$ cat config.mk
export PLATFORM = sky130hd
export DESIGN_NAME = video_frame_reader
export DESIGN_NICKNAME = d
export VERILOG_FILES = /design/src/rtl/video_frame_reader.sv
export SDC_FILE = /design/constraint.sdc
export NUM_CORES = 1
export LEC_CHECK = 0
export CAP_MARGIN = 20
export CELL_PAD_IN_SITES_DETAIL_PLACEMENT = 1
export CELL_PAD_IN_SITES_GLOBAL_PLACEMENT = 2
export CORE_AREA = 2 2 112 222
export DETAILED_ROUTE_END_ITERATION = 16
export DIE_AREA = 0 0 114 224
export GPL_TIMING_DRIVEN = 0
export PLACE_DENSITY = 0.85
export SKIP_CTS_REPAIR_TIMING = 1
export SLEW_MARGIN = 20
export SYNTH_ARGS = -nofsm -noshare
export SYNTH_HDL_FRONTEND = slang
export SYNTH_SLANG_ARGS = --single-unit
$ cat constraint.sdc
create_clock -name sys_clk -period 8.19 [get_ports sys_clk]
set_input_delay 2.0475 -clock sys_clk [delete_from_list [all_inputs] [get_ports sys_clk]]
set_output_delay 2.0475 -clock sys_clk [all_outputs]
set_load 0.05 [all_outputs]
$ cat src/rtl/video_frame_reader.sv
// Avalon-MM read master that streams a stored frame out of the SDRAM frame buffer in raster order.
// A credit-limited show-ahead FIFO decouples bus read latency from sink backpressure.
package video_frame_reader_pkg;
  typedef struct packed {
    logic [15:0] hc;
    logic [15:0] vc;
    logic        frame_start;
  } vga_fc_t;
endpackage

module video_frame_reader
  import video_frame_reader_pkg::*;
#(
  parameter int          AVS_DW     = 16,
  parameter int          AVS_AW     = 23,
  parameter int          RGB_SIZE   = 12,
  parameter int          H_DISPLAY  = 640,
  parameter int          V_DISPLAY  = 480,
  parameter int          FIFO_DEPTH = 8,
  parameter int unsigned FB_BASE    = 0
) (
  input  logic                sys_clk,
  input  logic                sys_rst,
  input  logic                enable,
  output logic                frame_done,
  output logic [AVS_AW-1:0]   avm_address,
  output logic                avm_read,
  input  logic                avm_waitrequest,
  input  logic [AVS_DW-1:0]   avm_readdata,
  input  logic                avm_readdatavalid,
  output vga_fc_t             snk_fc,
  output logic                snk_vld,
  output logic [RGB_SIZE-1:0] snk_rgb,
  input  logic                snk_rdy
);
  localparam int XW = (H_DISPLAY > 1) ? $clog2(H_DISPLAY) : 1;
  localparam int YW = (V_DISPLAY > 1) ? $clog2(V_DISPLAY) : 1;
  localparam int PW = $clog2(FIFO_DEPTH);
  localparam int CW = PW + 1;
  localparam logic [XW-1:0] X_LAST = XW'(H_DISPLAY - 1);
  localparam logic [YW-1:0] Y_LAST = YW'(V_DISPLAY - 1);

  typedef enum logic [1:0] {IDLE, FETCH, DRAIN} state_t;

  state_t              state_q;
  logic [XW-1:0]       rd_x_q, out_x_q;
  logic [YW-1:0]       rd_y_q, out_y_q;
  logic [AVS_AW-1:0]   avm_address_q;
  logic                avm_read_q, frame_done_q;
  logic [CW-1:0]       outst_q, outst_d, cnt_q, cnt_d;
  logic [PW-1:0]       wr_ptr_q, rd_ptr_q;
  logic [RGB_SIZE-1:0] mem_q [FIFO_DEPTH];
  logic                accept, push, pop, rd_last, out_last, credit_ok;
  logic                unused_rd;

  assign unused_rd = ^avm_readdata;

  always_comb begin
    accept   = avm_read_q & ~avm_waitrequest;
    push     = avm_readdatavalid;
    pop      = snk_vld & snk_rdy;
    rd_last  = (rd_x_q == X_LAST) & (rd_y_q == Y_LAST);
    out_last = (out_x_q == X_LAST) & (out_y_q == Y_LAST);
    outst_d  = outst_q;
    if (accept & ~push)      outst_d = outst_q + 1'b1;
    else if (~accept & push) outst_d = outst_q - 1'b1;
    cnt_d = cnt_q;
    if (push & ~pop)      cnt_d = cnt_q + 1'b1;
    else if (~push & pop) cnt_d = cnt_q - 1'b1;
    // Credit is judged on next-cycle occupancy so a fresh request can never overrun the FIFO.
    credit_ok = ({1'b0, outst_d} + {1'b0, cnt_d}) < (CW+1)'(FIFO_DEPTH);
  end

  always_ff @(posedge sys_clk or posedge sys_rst) begin
    if (sys_rst) begin
      state_q       <= IDLE;
      rd_x_q        <= '0;
      rd_y_q        <= '0;
      out_x_q       <= '0;
      out_y_q       <= '0;
      avm_address_q <= '0;
      avm_read_q    <= 1'b0;
      frame_done_q  <= 1'b0;
      outst_q       <= '0;
      cnt_q         <= '0;
      wr_ptr_q      <= '0;
      rd_ptr_q      <= '0;
      for (int i = 0; i < FIFO_DEPTH; i++) mem_q[i] <= '0;
    end else begin
      frame_done_q <= 1'b0;
      outst_q      <= outst_d;
      cnt_q        <= cnt_d;
      if (push) begin
        mem_q[wr_ptr_q] <= avm_readdata[RGB_SIZE-1:0];
        wr_ptr_q        <= wr_ptr_q + 1'b1;
      end
      if (pop) begin
        rd_ptr_q <= rd_ptr_q + 1'b1;
        if (out_x_q == X_LAST) begin
          out_x_q <= '0;
          out_y_q <= (out_y_q == Y_LAST) ? '0 : out_y_q + 1'b1;
        end else begin
          out_x_q <= out_x_q + 1'b1;
        end
      end
      case (state_q)
        IDLE: begin
          if (enable) begin
            state_q       <= FETCH;
            rd_x_q        <= '0;
            rd_y_q        <= '0;
            out_x_q       <= '0;
            out_y_q       <= '0;
            avm_address_q <= AVS_AW'(FB_BASE);
            avm_read_q    <= credit_ok;
          end
        end
        FETCH: begin
          if (accept) begin
            avm_address_q <= avm_address_q + 1'b1;
            if (rd_x_q == X_LAST) begin
              rd_x_q <= '0;
              rd_y_q <= (rd_y_q == Y_LAST) ? '0 : rd_y_q + 1'b1;
            end else begin
              rd_x_q <= rd_x_q + 1'b1;
            end
          end
          if (accept && rd_last) begin
            state_q    <= DRAIN;
            avm_read_q <= 1'b0;
          end else if (!(avm_read_q && avm_waitrequest)) begin
            avm_read_q <= credit_ok;
          end
        end
        DRAIN: begin
          if (pop && out_last) begin
            state_q      <= IDLE;
            frame_done_q <= 1'b1;
          end
        end
        default: state_q <= IDLE;
      endcase
    end
  end

  assign avm_address = avm_address_q;
  assign avm_read    = avm_read_q;
  assign frame_done  = frame_done_q;
  assign snk_vld     = (cnt_q != '0);
  assign snk_rgb     = snk_vld ? mem_q[rd_ptr_q] : '0;
  assign snk_fc      = '{hc: 16'(out_x_q), vc: 16'(out_y_q),
                         frame_start: snk_vld & (out_x_q == '0) & (out_y_q == '0)};

  // The credit scheme guarantees read data never lands on a full FIFO that is not also popping.
  assert property (@(posedge sys_clk) disable iff (sys_rst)
    !(push && (cnt_q == CW'(FIFO_DEPTH)) && !pop));
endmodule

; Yosys cells after proc, flatten, opt, wreduce, memory -nomap -nowiden
; Index checks and enable logic that the tools add are counted.
[word_totals]
elab_cells = 119
inputBits = 22
output_inout_bits = 71
register_bits = 175
[op_classes]
order_cmp = 4
bitwise_logic = 16
n_eq_ne = 12
n_reduce_logical = 13
mux = 42
n_addsub = 12
[op_table]
columns = cell, n
row1 = 96-bit bitwise mux, 1
row2 = 9-bit 2-to-1 mux, 9
row3 = 10-bit 2-to-1 mux, 7
row4 = 12-bit 2-to-1 mux, 4
row5 = 23-bit 2-to-1 mux, 2
row6 = 23-bit case mux with 2 select lines, 1
row7 = 12-bit binary-select mux with 3-bit select, 1
row8 = 12-bit demux with 3-bit select, 1
row9 = "23-bit by 1-bit adder with 23-bit output, second input constant", 1
row10 = "10-bit by 1-bit adder with 10-bit output, second input constant", 2
row11 = "10-bit equality test, second input constant", 2
row12 = 10-bit case mux with 2 select lines, 1
row13 = "9-bit by 1-bit adder with 9-bit output, second input constant", 2
row14 = "9-bit equality test, second input constant", 2
row15 = 9-bit case mux with 2 select lines, 1
row16 = 4-bit 2-to-1 mux, 4
row17 = 1-bit AND, 10
row18 = 10-bit zero test, 1
row19 = "2-bit inequality test, second input constant", 5
row20 = 9-bit zero test, 1
row21 = 3-bit AND reduction, 3
row22 = "4-bit by 1-bit adder with 4-bit output, second input constant", 2
row23 = "4-bit >= comparator, second input constant", 2
row24 = 3-bit inverter with 4-bit output, 2
row25 = 18 further kinds, 32

; Logic depth before layout (Yosys ltp)
; Gate-level depths: netlist of run 1.
[depth]
word_depth = 11
mapped_depth = 12
mapped_depth_nobuf = 11

; Least setup slack after synthesis of run 1
; No wires, ideal clock.
[synth_path]
path_type = register to output
from = reg out_y_q[0]
to = out snk_fc[0] in the netlist's numbering
t_required_ps = 6142
arrival_ps = 2635
path_buffers = 0
path_stages_with_launch = 7
setup_slack_ps = 3507
cell_sequence = dfrtp_1 inv_1 ha_1 nand2_1 nor3_1 nand3_1 nor4_1
[synth_lines]
columns = item, line
row1 = "start, declared", 47  ; logic [YW-1:0] rd_y_q, out_y_q;
row2 = "start signal, assigned", 101  ; out_y_q <= (out_y_q == Y_LAST) ? '0 : out_y_q + 1'b1;
row3 = "end, declared", 31  ; output vga_fc_t snk_fc,

; Worst setup path after layout of run 1
[layout_path]
from = reg rd_ptr_q[0]
to = out snk_rgb[1]
[layout_between]
elab_chain_len = 5
[layout_rtl]
columns = item, line
row1 = "start, declared", 51  ; logic [PW-1:0] wr_ptr_q, rd_ptr_q;
row2 = "start signal, assigned", 98  ; rd_ptr_q <= rd_ptr_q + 1'b1;
row3 = 3-bit inverter with 4-bit output (not written as such), 150  ; assign snk_rgb = snk_vld ? mem_q[rd_ptr_q] : '0;
row4 = 12-bit binary-select mux with 3-bit select, 150
row5 = 12-bit 2-to-1 mux (not written as such) (2 in a row), 150
row6 = 12-bit 2-to-1 mux, 150
row7 = "end, declared", 33  ; output logic [RGB_SIZE-1:0] snk_rgb,
; Every way passes these cells. The select of a mux whose other input is x is not followed.

==> reports/results.ini, run 1 <==
[status]
status = finished, final reports clean

[floorplan]
fp.dieW_um = 114
core-area_sq_um = 23800
ios = 93
rows = 80
dieArea_sq_um = 25500
start_util = 0.375
die_h_um = 224

[yosys]
synthCells = 755
synth_ff_type = dfrtp_1
avgSynthCellArea_sq_um = 11.8
ys_async_sr_fraction = 1.00
ys_seq_area_frac = 0.490
synth_cell_types = 62
synth-edff-count = 0
syn_area_sq_um = 8930
synth.top_cell.area_share = 0.490
yosys-top-cells-area = dfrtp_1 (49%), mux2_2 (12%), mux4_2 (6.1%)
yosysTopAreaCell = dfrtp_1
ys_ff_latch = 175
yosysWarnings = 0

[clocking]
cts_tree = built
clock_latency_ns = 0.46
clkSlewWorstSetupHoldPaths_ns = 0.07
cts_made_buffers = 17
htreeDepth = 4
clkSinkCount = 175
root_buffer = clkbuf_16
clockBufferDepth = 2

[sta]
rsz0062_at_grt = no
max_slew_margin = 0.388
report.final.hold_viol_count = 0
setup_ws_ns = 2.90
setup_viol = 0
slew_violations = 0
skew_ns = 0.0119
min_period_ns = 5.29
fin_crit_sh = 0.646
worst_slew_pin_slew_ns = 0.917
timing.fmax_ghz = 0.189

[power_and_ir_drop]
netSwitchingPower_mw = 1.53
power_density_nw_per_um2 = 369
p_int_mw = 2.41
leakagePower_nw = 4.47
pwr-share-seq = 0.355
vdd_ir_drop_max_mv = 0.135
switching_share = 0.389
p_clk_frac = 0.210
power_mw = 3.94
combPwrFrac = 0.435

[global_routing]
antenna_found_initial = 0
grt_max_degree = 92
track_usage = 0.192
grt_first_pass_wirelength_um = 37700
grt_overflow = 0
grt_pass1_vias = 7023

[setup_path]
endpoint_kind = output port
critPathRequiredTime_ns = 6.14
cp_common_cell = buf_2
r2r_start = cnt_q[0]
max_stage_delay_ns = 0.73
crit_chain = buf_2, buf_2, buf_2, mux4_2, mux2i_1, nor2_1, clkdlybuf4s50_1
cpMaxStageDelayCell = clkdlybuf4s50_1
cp_max_fo = 10
arrival_ns = 3.24
cp-start-kind = flop
criticalPathCategory = flop to output port
reg2reg_depth = 12
r2r_end = avm_read
ff2ff_setup_slack_ns = 4.81

[routing]
wl_um = 23500
drc = 0
viasPerCell = 5.57
vias = 6468
postRouteAntennaNets = 0
drt_iter0_drc = 317
dr.pass1.iters = 4
wl_per_cell_um = 20.2

[layout]
drive_gt1_frac = 0.239
diodes = 0
area_growth_pct = 19.9
fin_nets = 900
design_area_sq_um = 10700
final_common_cell = dfrtp_1
fin_cells = 1162
layout_common_cells = dfrtp_1 (175), mux2_2 (99), clkdlybuf4s50_1 (75)

[place]
gp_congestion = 0.785
placed_cells = 1130
placedInstanceArea_sq_um = 10100
io_buffers = 75
place_ws_ns = 2.95
hpwl_um = 16900

[min_path]
min_to = outst_q[3]
hold_depth = 1
min-delay-path-class = flop to flop
worstHoldStart = outst_q[3]

[flow_run]
drv_cap = 0

cell type report:
class	count	area [sq um]
multi-input cells	522	4240
flip-flops and latches	175	4380
well taps	287	359
plain buffers	54	293
repair buffers	76	778
fillers	2591	13100
clock inverters	14	146
inverters	16	67.6
clock buffers	18	439
worst max-delay path by stage:
stage	start	endpoint	slack, ns
floorplan	sys_rst	avm_address[0]	1.40
global placement	sys_rst	avm_address[4]	-1.29
detailed placement	avm_readdatavalid	avm_read	2.95
CTS	rd_ptr_q[0]	snk_rgb[1]	2.83
global route	rd_ptr_q[0]	snk_rgb[4]	2.65
finish	rd_ptr_q[0]	snk_rgb[1]	2.90
per-layer routing:
metal | track usage | wire, um | vias to the layer above
met1 | 0.202 | 8840 | 3342
met5 | 0 | 0 | -
met4 | 0.0842 | 815 | 0
met2 | 0.360 | 13200 | 99
li1 | - | - | 2988
met3 | 0.0403 | 585 | 39
logic make-up after synthesis:
family,after synthesis,synth area share
flops,175,0.490
xor+xnor,26,0.0255
simple gates,219,0.140
other cells,1,0.000420
compound gates,108,0.0771
mux,140,0.204
fa+ha+maj,16,0.0224
buf+inv,70,0.0395
per-stage QoR:
step / utilization / hold WS (ns) / TNS, ns
after global routing: 0.449 / 0.515 / 0
after global placement: 0.423 / 0.471 / -222.57
after CTS: 0.449 / 0.489 / 0
after floorplan: - / 0.451 / 0
final: 0.449 / 0.486 / 0
after detailed placement: 0.425 / 0.475 / 0
power groups by stage:
stage | Combinational [mW] | Clock (mW) | Sequential [mW]
after floorplan | 1.23 | 0 | 1.42
after global placement | 1.69 | 0 | 1.40
after detailed placement | 1.74 | 0 | 1.42
after CTS | 1.75 | 0.849 | 1.40
after global routing | 1.85 | 0.882 | 1.44
final | 1.72 | 0.828 | 1.40
sequential cells by signal, summed over array words and instances (netlist names):
| name | cells |
|---|---|
| avm_address | 23 |
| avm_read | 1 |
| cnt_q | 4 |
| frame_done | 1 |
| mem_q | 96 |
| out_x_q | 10 |
| out_y_q | 9 |
| outst_q | 4 |
| rd_ptr_q | 3 |
| rd_x_q | 10 |
| rd_y_q | 9 |
| state_q | 2 |
| wr_ptr_q | 3 |
cells in the mapped netlist (7+ instances only):
| cell type | count |
|---|---|
| o31ai_1 | 15 |
| dfrtp_1 | 175 |
| or3_1 | 8 |
| mux2i_1 | 17 |
| or4_1 | 16 |
| ha_1 | 16 |
| nand3_1 | 32 |
| nand2b_1 | 8 |
| o21ai_0 | 25 |
| nor4_1 | 7 |
| clkbuf_1 | 8 |
| buf_4 | 14 |
| a21oi_1 | 36 |
| nor2_1 | 37 |
| and3_1 | 11 |
| xnor2_1 | 10 |
| mux4_2 | 24 |
| inv_1 | 15 |
| nand4_1 | 14 |
| buf_2 | 23 |
| mux2_2 | 99 |
| buf_1 | 7 |
| nand2_1 | 43 |
| and2_1 | 7 |
| and4_1 | 8 |
| xor2_1 | 16 |
worst max-delay path: cells and delay by family (launching register included):
| family | cells | cell delay, ns |
|---|---|---|
| mux | 2 | 0.54 |
| simple gates | 1 | 0.07 |
| flops | 1 | 0.35 |
| buf+inv | 4 | 1.80 |
No activity file was read; power rests on OpenSTA's default activity.
==> inputs of run 2 (changes only) <==
clock period = 5 ns   (was 8.19 ns; I/O delays follow)
==> run 2 against run 1 <==
  * Register-to-register slack got worse by 3.1 ns
  * First-iteration DRC count decreased by 20%
  * Via count increased by 0.40%
  * Wire length increased by 2.6%
  * Global-route usage increased by 0.75 points
  * Flip-flop and latch count unchanged
  * Sequential share of layout area decreased by 0.61 points
  * Utilization increased by 0.68 points
  * Power increased by 67%
  * Hold slack got worse by 0.0042 ns
  * Largest power group unchanged
  * Critical path depth unchanged
  * Sequential power increased by 64%
==> reports/results.ini, run 2 (synthesized netlist as in run 1, its figures left out) <==
[status]
status = finished, final reports clean

[clocking]
htreeDepth = 4  ; unchanged
clockBufferDepth = 2  ; unchanged
clkSlewWorstSetupHoldPaths_ns = 0.07  ; about the same
cts_made_buffers = 17  ; unchanged
root_buffer = clkbuf_16
clock_latency_ns = 0.45  ; about the same
cts_tree = built
clkSinkCount = 175  ; unchanged

[layout]
area_growth_pct = 21.7
fin_cells = 1168  ; +0.52%
final-seq-area_sq_um = 4380  ; unchanged
fin_nets = 906  ; +0.67%
drive_gt1_frac = 0.244  ; +0.00518
layout_common_cells = dfrtp_1 (175), mux2_2 (99), clkdlybuf4s50_1 (75)
diodes = 0  ; unchanged
final_common_cell = dfrtp_1
largest_reg_flops = 96  ; unchanged
multi_input_area_sq_um = 4240  ; unchanged
fillCellCount = 2585  ; -0.23%
top_register = mem_q

[sta]
setup_viol = 0  ; unchanged
timing.fmax_ghz = 0.220
rsz0062_at_grt = no
fin_crit_sh = 0.909
worst_slew_pin_slew_ns = 0.944  ; +0.0270 ns
setup_ws_ns = 0.457  ; -2.45 ns
report.final.hold_viol_count = 0  ; unchanged
max_slew_margin = 0.370  ; -0.0180
min_period_ns = 4.54
skew_ns = 0.00839  ; -0.00349 ns
slew_violations = 0  ; unchanged

[setup_path]
max_stage_delay_ns = 0.74  ; about the same
cp_common_cell = buf_2
cp-start-kind = flop
arrival_ns = 3.29  ; +0.05 ns
cpMaxStageDelayCell = clkdlybuf4s50_1
endpoint_kind = output port
crit_chain = buf_2, buf_2, buf_2, mux4_2, mux2i_1, nor2_1, clkdlybuf4s50_1
criticalPathCategory = flop to output port
critPathRequiredTime_ns = 3.75  ; -2.39 ns
cp_max_fo = 10  ; unchanged

[floorplan]
ios = 93  ; unchanged
rows = 80  ; unchanged
die_h_um = 224  ; unchanged
start_util = 0.375  ; unchanged
dieArea_sq_um = 25500  ; unchanged
core-area_sq_um = 23800  ; unchanged
fp.dieW_um = 114  ; unchanged

[power_and_ir_drop]
leakagePower_nw = 4.54  ; +1.5%
vdd_ir_drop_max_mv = 0.276  ; +100%
power_density_nw_per_um2 = 605  ; +64%

[routing]
drt_iter0_drc = 254  ; -20%
viasPerCell = 5.56  ; -0.11%
vias = 6494  ; +0.40%
drc = 0  ; unchanged
wl_per_cell_um = 20.6  ; +2.1%
dr.pass1.iters = 4  ; unchanged
postRouteAntennaNets = 0  ; unchanged
wl_um = 24100  ; +2.6%

[global_routing]
antenna_found_initial = 0  ; unchanged
grt_overflow = 0  ; unchanged
grt_pass1_vias = 7103  ; +1.1%
grt_max_degree = 33  ; -64%
track_usage = 0.200  ; +0.00750
grt_first_pass_wirelength_um = 39100  ; +3.7%

[flow_run]
drv_cap = 0  ; unchanged

[min_path]
min-delay-path-class = flop to flop

[place]
gp_congestion = 0.783  ; -0.31%
io_buffers = 75  ; unchanged
placed_cells = 1136  ; +0.53%
place_ws_ns = 0.625  ; -2.33 ns
hpwl_um = 17900  ; +5.5%

[run 2: cell types whose count changed in the layout (fill, tap and decap cells not counted)]
cell	change
inv_6	+2
clkinvlp_4	+2
clkinv_8	+1
clkinv_4	-3
bufinv_16	+2
buf_16	+1
inv_8	-3
clkbuf_8	-1
buf_12	+5
[run 2: power by group]
group / switching [mW] / leakage (nW) / internal [mW]
Sequential: 0.359 / 2.18 / 1.94
Combinational: 1.54 / 2.07 / 1.30
Clock: 0.626 / 0.295 / 0.803
[run 2: path summary, 6_finish.rpt]
path                             startpoint              end  slack [ns]  depth (start not counted)
worst max register to register     cnt_q[1]         avm_read        1.66                         12
min in group asynchronous           sys_rst        mem_q[88]        1.08                          2
max in group asynchronous           sys_rst  avm_address[22]        2.44                          8
worst min-delay path             outst_q[3]       outst_q[3]        0.48                          1
worst min register to register   outst_q[3]       outst_q[3]        0.48                          1
worst max-delay path            rd_ptr_q[0]       snk_rgb[1]        0.46                          7
[run 2: cell type report]
| type | instances | share of cell area |
|---|---|---|
| Sequential cell | 175 | 0.403 |
| Multi-Input combinational cell | 522 | 0.390 |
| Timing Repair Buffer | 82 | 0.0834 |
| Clock buffer | 17 | 0.0391 |
| Tap cell | 287 | 0.0330 |
| Buffer | 54 | 0.0269 |
| Clock inverter | 15 | 0.0183 |
| Inverter | 16 | 0.00587 |
[run 2: metrics by stage]
stage	setup TNS [ns]	util	total power, mW	hold slack [ns]	cell area [sq um]
floorplan	0	-	4.34	0.451	8980
global placement	-13.93	0.423	5.06	0.468	10100
detailed placement	0	0.430	5.20	0.471	10200
CTS	0	0.456	6.66	0.484	10900
global route	0	0.456	6.95	0.519	10900
finish	0	0.456	6.57	0.482	10900
[run 2: per-layer routing]
metal | track usage | part of all wire | vias up
met2 | 0.390 | 0.59 | 87
met3 | 0.0357 | 0.022 | 31
met5 | 0 | 0 | -
met1 | 0.204 | 0.36 | 3381
li1 | - | - | 2995
met4 | 0.0775 | 0.020 | 0
[run 2: critical path, delay by kind of cell, from the launching register on]
family        cells  cell delay [ns]
buf+inv           4             1.87
mux               2             0.53
flops             1             0.35
simple gates      1             0.09
